### src/rtl/clk_meas.sv
// clk_meas: measures the period of a divided clock in fsys cycles, recovers the
// clk_gen divide factor and reports lock/error/timeout. Optional input synchronizer: CLK_MEAS_SYNC_EN.
module clk_meas #(
   parameter int unsigned SIZE     = 32,
   parameter int unsigned FACTOR_W = 5,
   parameter int unsigned LOCK_CNT = 2,
   parameter int unsigned TIMEOUT  = 262144
) (
   input  logic                clk_meas_fsys,
   input  logic                clk_meas_rst,
   input  logic                clk_meas_in,
   output logic [SIZE-1:0]     clk_meas_period,
   output logic [FACTOR_W-1:0] clk_meas_factor,
   output logic                clk_meas_valid,
   output logic                clk_meas_err,
   output logic                clk_meas_locked,
   output logic                clk_meas_timeout,
   output logic                clk_meas_update
);

   typedef enum logic [1:0] {IDLE, MEAS, LOCK, STALL} state_t;

   localparam logic [SIZE-1:0] TMO    = SIZE'(TIMEOUT);
   localparam logic [3:0]      LOCK_M = 4'(LOCK_CNT);

   state_t              state_q, state_d;
   logic                in_s, in_q, in_d;
   logic [SIZE-1:0]     cnt_q, cnt_d;
   logic [SIZE-1:0]     period_q, period_d;
   logic [FACTOR_W-1:0] factor_q, factor_d;
   logic                valid_q, valid_d;
   logic                err_q, err_d;
   logic                update_q, update_d;
   logic [3:0]          match_q, match_d, match_next;
   logic                rise, pow2, meas_ok, same_p, at_tmo, measure, stall_go;
   int unsigned         log2_v;

`ifdef CLK_MEAS_SYNC_EN
   logic sync1_q, sync2_q;

   always_ff @(posedge clk_meas_fsys or posedge clk_meas_rst) begin
      if (clk_meas_rst) begin
         sync1_q <= 1'b0;
         sync2_q <= 1'b0;
      end else begin
         sync1_q <= clk_meas_in;
         sync2_q <= sync1_q;
      end
   end

   assign in_s = sync2_q;
`else
   assign in_s = clk_meas_in;
`endif

   // On a rise cycle cnt_q holds the period since the previous rise.
   always_comb begin
      in_d   = in_s;
      rise   = in_s & ~in_q;
      at_tmo = (cnt_q == TMO);
      pow2   = (cnt_q != '0) && ((cnt_q & (cnt_q - 1'b1)) == '0);
      log2_v = 0;
      for (int unsigned i = 0; i < SIZE; i++) begin
         if (cnt_q[i]) log2_v = i;
      end
      meas_ok = pow2 && (cnt_q >= SIZE'(2)) && (log2_v <= (32'd1 << FACTOR_W));
      same_p  = (cnt_q == period_q);
      if (!meas_ok)
         match_next = '0;
      else if (same_p)
         match_next = (match_q >= LOCK_M) ? LOCK_M : match_q + 4'd1;
      else
         match_next = 4'd1;
   end

   always_ff @(posedge clk_meas_fsys or posedge clk_meas_rst) begin
      if (clk_meas_rst) begin
         state_q  <= IDLE;
         in_q     <= 1'b0;
         cnt_q    <= '0;
         period_q <= '0;
         factor_q <= '0;
         valid_q  <= 1'b0;
         err_q    <= 1'b0;
         update_q <= 1'b0;
         match_q  <= '0;
      end else begin
         state_q  <= state_d;
         in_q     <= in_d;
         cnt_q    <= cnt_d;
         period_q <= period_d;
         factor_q <= factor_d;
         valid_q  <= valid_d;
         err_q    <= err_d;
         update_q <= update_d;
         match_q  <= match_d;
      end
   end

   // A rise always beats the timeout, so a period of exactly TIMEOUT is measured.
   always_comb begin
      state_d = state_q;
      unique case (state_q)
         IDLE:  if (rise) state_d = MEAS;
         MEAS: begin
            if (rise) begin
               if (meas_ok && (match_next == LOCK_M)) state_d = LOCK;
            end else if (at_tmo) begin
               state_d = STALL;
            end
         end
         LOCK: begin
            if (rise) begin
               if (!(meas_ok && same_p)) state_d = MEAS;
            end else if (at_tmo) begin
               state_d = STALL;
            end
         end
         STALL: if (rise) state_d = MEAS;
         default: state_d = IDLE;
      endcase
   end

   always_comb begin
      measure  = rise && ((state_q == MEAS) || (state_q == LOCK));
      stall_go = !rise && at_tmo && ((state_q == MEAS) || (state_q == LOCK));
      cnt_d    = rise ? SIZE'(1) : (at_tmo ? cnt_q : cnt_q + 1'b1);
      period_d = period_q;
      factor_d = factor_q;
      valid_d  = valid_q;
      err_d    = err_q;
      match_d  = match_q;
      update_d = measure;
      if (measure) begin
         period_d = cnt_q;
         valid_d  = meas_ok;
         err_d    = !meas_ok;
         factor_d = meas_ok ? FACTOR_W'(log2_v - 1) : '0;
         match_d  = match_next;
      end else if (stall_go) begin
         valid_d = 1'b0;
         match_d = '0;
      end
      clk_meas_period  = period_q;
      clk_meas_factor  = factor_q;
      clk_meas_valid   = valid_q;
      clk_meas_err     = err_q;
      clk_meas_update  = update_q;
      clk_meas_locked  = (state_q == LOCK);
      clk_meas_timeout = (state_q == STALL);
   end

endmodule
### config.mk
export PLATFORM = sky130hd
export DESIGN_NAME = clk_meas
export DESIGN_NICKNAME = d
export VERILOG_FILES = /design/src/rtl/clk_meas.sv
export SDC_FILE = /design/constraint.sdc
export NUM_CORES = 1
export LEC_CHECK = 0
export BUFFER_PORTS_ARGS = -buffer_cell sky130_fd_sc_hd__clkbuf_2
export CAP_MARGIN = 20
export CORE_MARGIN = 2
export CORE_UTILIZATION = 60
export CTS_BUF_LIST = sky130_fd_sc_hd__clkbuf_4
export DETAILED_ROUTE_END_ITERATION = 7
export PLACE_DENSITY = 0.81
export SLEW_MARGIN = 25
export SYNTH_ARGS = -nofsm -noshare
export SYNTH_HDL_FRONTEND = slang
export SYNTH_SLANG_ARGS = --single-unit
### constraint.sdc
create_clock -name clk_meas_fsys -period 8.25 [get_ports clk_meas_fsys]
set_input_delay 0.4125 -clock clk_meas_fsys [delete_from_list [all_inputs] [get_ports clk_meas_fsys]]
set_output_delay 0.4125 -clock clk_meas_fsys [all_outputs]
set_load 0.02 [all_outputs]
==> results of run 1 <==
-- path summary, 6_finish.rpt --
path                                                 start                             end  slack, ps  cells after the start
setup / recovery                     cnt_q[13]$_DFFE_PP0P_          state_q[0]$_DFFE_PP0P_       5070                      8
hold / removal                                clk_meas_rst           cnt_q[23]$_DFFE_PP0P_        110                      3
setup reg to reg                     cnt_q[13]$_DFFE_PP0P_          state_q[0]$_DFFE_PP0P_       5070                      8
hold reg to reg             clk_meas_factor[0]$_DFFE_PP0P_  clk_meas_factor[0]$_DFFE_PP0P_        490                      2
max in group asynchronous                     clk_meas_rst           cnt_q[16]$_DFFE_PP0P_       7630                      3
min in group clk_meas_fsys                     clk_meas_in                  in_q$_DFF_PP0_        110                      1
-- power groups by stage --
| stage | Sequential, mW | Clock [mW] | Combinational, mW |
|---|---|---|---|
| finish | 0.532 | 0.274 | 0.521 |
| global route | 0.545 | 0.292 | 0.575 |
| CTS | 0.532 | 0.278 | 0.523 |
| detailed placement | 0.540 | 0 | 0.521 |
| global placement | 0.537 | 0 | 0.510 |
| floorplan | 0.581 | 0 | 0.327 |
-- sequential cells by signal, summed over array words and instances, names as in the netlist --
name,count
clk_meas_update,1
cnt_q,32
clk_meas_factor,5
clk_meas_period,32
clk_meas_valid,1
state_q,2
clk_meas_err,1
in_q,1
match_q,4
-- through the flow --
stage | cells | cell area (um^2) | total power [mW]
after detailed placement | 676 | 4950 | 1.06
after floorplan | 569 | 4750 | 0.908
final | 692 | 5120 | 1.33
after global routing | 692 | 5120 | 1.41
after CTS | 692 | 5120 | 1.33
after global placement | 676 | 4950 | 1.05
-- layer usage --
layer / global-route usage, % / vias up / share of wire (%)
met5: 0 / - / 0
met4: 7.11 / 0 / 1.4
met3: 6.85 / 18 / 5.9
met2: 46.5 / 145 / 47
met1: 41.1 / 1981 / 46
li1: - / 1975 / -
-- critical path, cell delays in order (launching register included) --
cell and delay [ps]:
dfrtp_1 550, nor4_1 720, nand3_1 320, o41ai_1 340, nand4_1 160, nor3_1 290, nand3_1 160, a31oi_1 210
mux2_2 350
-- area by class of cell --
class | count | area, um^2 | share of cell area, %
multi-input cells | 424 | 2510 | 49.0
flip-flops and latches | 79 | 1980 | 38.6
repair buffers | 48 | 254 | 4.96
well taps | 102 | 128 | 2.49
clock inverters | 6 | 92.6 | 1.81
inverters | 23 | 87.6 | 1.71
clock buffers | 10 | 75.1 | 1.47
-- cells in the final DEF (no fill, tap or decap), types with 4 or more instances in the layout --
cell type	n
nor4_1	10
o21ai_0	37
nor2_1	55
nand3_1	20
or3_1	4
xor2_1	10
o41ai_1	4
clkbuf_2	44
nor3_1	13
and3_1	4
a21oi_1	15
o22ai_1	4
inv_1	22
clkbuf_4	10
nand4_1	19
dfrtp_1	79
nand2_1	109
xnor2_1	51
and2_1	4
o31ai_1	7
ha_1	10
-- cell families after synthesis --
logic type	Yosys count	share of synthesized area (%)
compound gates	91	11.9
xor+xnor	61	11.2
fa+ha+maj	10	2.63
buf+inv	66	5.69
flops	79	41.6
mux	4	0.869
simple gates	258	26.1
==> results.yml, run 1 <==
grt:
  overflow: 0
  grt_pass1_wl_mm: 19.9
  antenna_found_initial: 0
  grt_max_degree: 80
  first_global_vias: 3930
  track_usage_pct: 29.3
synthesis:
  synth_top_flop_cell: "dfrtp_1"
  synth-seq-cells: 79
  ys_top_cells_by_area: "dfrtp_1 42%, xnor2_1 9.4%, nand2_1 8.6%"
  synth_common_cells: "109 x nand2_1, 79 x dfrtp_1, 55 x nor2_1"
  synth-seq-area-share_pct: 41.6
  syn_area_mm2: 0.00475
  yosys_warnings: 0
  synth_nets: 582
  yosysMostFrequentCell: "nand2_1"
  avgSynthCellArea_um2: 8.35
  synth.distinct_cells: 51
  synth_edf_count: 0
  syn_inst: 569
  ys_async_sr_fraction_pct: 100
  netlist.area_leader.share_pct: 41.6
  yosys.area.top_type: "dfrtp_1"
timing:
  setup_viol: 0
  slew_headroom_pct: 43.5
  fmax_mhz: 315
  fin_skew_ps: 17.8
  hold_ws_ps: 113
  finalSetupTns_ps: 0
  tightest_slew_ps: 840
  layout_min_cycle_time_ps: 3180
  period_share_pct: 38.5
  slew_viol_final: 0
  rsz0062_at_grt: "no"
  setup_slack_ps: 5070
  hold_viol: 0
worst_hold_path:
  min_path_type: "in -> async"
clock_tree:
  numCtsBuffers: 9
  ctsResizeCount: 0
  clockBufferDepth: 2
  cts_sinks: 79
  ctsRootBufferMaster: "clkbuf_4"
  clock_latency_ps: 430
  ctsHoldBuffers: 0
  clk_pin_slew_ps: 140
  post-cts-setup-buffers: 0
  cts_tree: "built"
  ctsHtreeMaxLevel: 3
layout:
  fin_nets: 598
  area_growth_pct: 7.82
  fillers: 654
  finalCoreUtilization_pct: 66.6
  layout-drive-gt1-share_pct: 12.9
  antenna_cells: 0
critical_path:
  critical_path_class: "reg -> reg"
  worstSetupEndpointType: "register"
  arrival_ps: 3510
  crit_required_ps: 8580
  cp-start-kind: "register"
  cp_max_fo: 13
power:
  cellPowerDensity_mw_per_mm2: 259
  switchingPower_mw: 0.543
  p_leak_nw: 2.40
  ir_drop_uv: 166
  p_comb_share_pct: 39.3
  internal-power_mw: 0.785
  pwr-share-seq_pct: 40.1
  p_sw_share_pct: 40.9
  clockPowerShare_pct: 20.6
die:
  die_h_um: 93.0
  start_util_pct: 61.8
  core_area_mm2: 0.00769
  die_w_um: 93.0
  dieArea_mm2: 0.00865
  rows: 32
  ios: 45
outcome:
  status: "finished clean"
job:
  maxCapViolCount: 0
detailed_routing:
  viasPerCell: 5.95
  totalWireLength_mm: 12.1
  antenna_left: 0
  vias: 4119
  wl_per_cell_um: 17.5
  dr.pass1.iters: 5
  drt-initial-drc-count: 348
  drc: 0
placement:
  gp_congestion: 0.973
  place_ws_ps: 5180
  portBuffers: 44
  hpwl_mm: 8.52
No activity file was read; power rests on OpenSTA's default activity.
==> run 2: changes to the inputs <==
ABC_AREA = 1   (was unset)
PLACE_DENSITY = 0.8   (was 0.81)
clock period = 3.3 ns   (was 8.25 ns; I/O delays follow)
==> results.yml, run 2 <==
power:
  p_comb_share_pct: 39.5
  pwr-share-seq_pct: 36.1
  p_leak_nw: 2.61
  switchingPower_mw: 1.35
  ir_drop_uv: 386
  internal-power_mw: 2.02
  clockPowerShare_pct: 24.3
  p_sw_share_pct: 40.0
  cellPowerDensity_mw_per_mm2: 613
  total_power_mw: 3.37
clock_tree:
  ctsRootBufferMaster: "clkbuf_4"
  numCtsBuffers: 9
  cts_tree: "built"
  cts_sinks: 79
  clockBufferDepth: 2
  clk_pin_slew_ps: 130
  ctsResizeCount: 0
  post-cts-setup-buffers: 0
  clock_latency_ps: 430
  ctsHtreeMaxLevel: 3
critical_path:
  cp_common_cell: "nand2_1"
  arrival_ps: 3220
  cp-start-kind: "register"
  crit_required_ps: 3640
  cp_max_fo: 6
  critPathSlowestCell: "dfrtp_1"
  slowest_delay_ps: 530
  worstSetupEndpointType: "register"
  critical_path_class: "reg -> reg"
die:
  dieArea_mm2: 0.00898
  die_w_um: 94.8
  start_util_pct: 61.1
  rows: 33
  core_area_mm2: 0.00809
  ios: 45
  die_h_um: 94.8
synthesis:
  synth_fa_ha_area_share_pct: 2.53
  synthMuxAreaShare_pct: 0
  ys_top_cells_by_area: "dfrtp_1 40%, nand2_1 11%, o21ai_0 6.3%"
  syn_area_mm2: 0.00494
  avgSynthCellArea_um2: 7.52
  yosys.area.top_type: "dfrtp_1"
  netlist.area_leader.share_pct: 40.0
  synthSimpleGateAreaFrac_pct: 30.2
  synth_nets: 670
  synth-seq-cells: 79
  synth_edf_count: 0
  yosysMostFrequentCell: "nand2_1"
  synth_top_flop_cell: "dfrtp_1"
  ys_async_sr_fraction_pct: 100
  synth.distinct_cells: 47
  synthXorXnorAreaFrac_pct: 3.54
  synth_common_cells: "151 x nand2_1, 79 x dfrtp_1, 65 x inv_1"
  syn_inst: 657
  yosys_warnings: 0
  synth-seq-area-share_pct: 40.0
  synth_top_family_by_area: "simple AND/OR/NAND/NOR gates"
  synth_compound_area_share_pct: 15.2
timing:
  finalSetupTns_ps: 0
  hold_viol: 0
  layout_min_cycle_time_ps: 2880
  slew_headroom_pct: 45.5
  setup_viol: 0
  slew_viol_final: 0
  fmax_mhz: 347
  period_share_pct: 87.4
  fin_skew_ps: 16.2
  tightest_slew_ps: 817
  rsz0062_at_grt: "no"
detailed_routing:
  vias: 4685
  wl_per_cell_um: 16.0
  dr.pass1.iters: 5
  totalWireLength_mm: 13.0
  viasPerCell: 5.80
  drt-initial-drc-count: 356
  drc: 0
  antenna_left: 0
job:
  maxCapViolCount: 0
grt:
  track_usage_pct: 30.7
  grt_pass1_wl_mm: 21.5
  first_global_vias: 4315
  antenna_found_initial: 0
  overflow: 0
  grt_max_degree: 31
layout:
  antenna_cells: 0
  fin_nets: 711
  post_layout_nonfiller_instances: 808
  final_common_cell: "nand2_1"
  layout-drive-gt1-share_pct: 18.8
  fillers: 718
  seq_area_mm2: 0.00198
  area_growth_pct: 11.1
  finalCoreUtilization_pct: 67.9
  multiInputGateArea_mm2: 0.00255
  mostFrequentLayoutCells: "151 x nand2_1, 79 x dfrtp_1, 64 x inv_1"
worst_hold_path:
  min_path_type: "in -> async"
placement:
  portBuffers: 44
  gp_congestion: 0.931
  place_inst: 790
  hpwl_mm: 9.82
outcome:
  status: "finished clean"
[run 2: cell types whose count changed after synthesis, moves of 9 or more]
cell      before  now
a21oi_1       15   31
clkbuf_1      33   18
inv_1         23   65
inv_2          0   17
nand2_1      109  151
nor2_2         0   16
o21ai_0       37   62
xnor2_1       51   19
xor2_1        10    1
[run 2: power groups by stage]
stage	clock network [mW]	registers [mW]	logic (mW)
3_3_place_gp	0	1.23	1.29
3_5_place_dp	0	1.23	1.31
6_report	0.819	1.22	1.33
4_1_cts	0.826	1.22	1.32
5_1_grt	0.870	1.24	1.48
2_1_floorplan	0	1.31	0.870
[run 2: what timing repair did]
item	CTS	global route
hold endpoints to repair	21	0
endpoints found under the setup margin	0	0
hold buffers	2	0
[run 2: final timing paths]
| path | from | to | slack [ps] | depth (start not counted) |
|---|---|---|---|---|
| max reg2reg | cnt_q[2]$_DFFE_PP0P_ | clk_meas_factor[4]$_DFFE_PP0P_ | 420 | 32 |
| min reg2reg | clk_meas_factor[3]$_DFFE_PP0P_ | clk_meas_factor[3]$_DFFE_PP0P_ | 510 | 2 |
| max | cnt_q[2]$_DFFE_PP0P_ | clk_meas_factor[4]$_DFFE_PP0P_ | 420 | 32 |
| min in group clk_meas_fsys | clk_meas_in | in_q$_DFF_PP0_ | 390 | 2 |
| max in group asynchronous | clk_meas_rst | cnt_q[25]$_DFFE_PP0P_ | 2360 | 4 |
| min | clk_meas_rst | clk_meas_period[11]$_DFFE_PP0P_ | 210 | 3 |
[run 2: cell type report]
class | instances | share of cell area [%]
timing repair buffer | 56 | 5.74
inverter | 83 | 5.70
clock inverter | 6 | 2.42
tap | 105 | 2.39
sequential | 79 | 36.0
multi-input combinational | 469 | 46.4
clock buffer | 10 | 1.37
[run 2: metrics by stage]
step                      hold WS, ps  setup slack (ps)  cell area, um^2
after floorplan                   196               869             4940
after global placement            131               519             5260
after detailed placement          140               487             5260
after CTS                         215               454             5490
after global routing              220              41.0             5490
final                             210               415             5490
[run 2: kinds of logic after synthesis]
group,Yosys count
buffers and inverters,109
XOR/XNOR,20
adder cells (fa/ha/maj),10
flip-flops,79
AND/OR/NAND/NOR,308
AO/OA/AOI/OAI,131
[run 2: critical path, delay by kind of cell (launching register included)]
kind	cells	cell delay, ps
AND/OR/NAND/NOR	27	1670
flip-flops	1	530
adder cells (fa/ha/maj)	1	180
buffers and inverters	2	170
XOR/XNOR	1	160
AO/OA/AOI/OAI	1	80
[run 2: metal layers]
metal  part of all wire, %  wire length [um]  up-vias  global-route usage, %
met4                   2.2               282        0                   9.42
met2                    48              6240      169                   49.8
met1                    44              5670     2244                   42.0
li1                      -                 -     2249                      -
met3                   5.8               756       23                   5.35
met5                     0                 0        -                      0
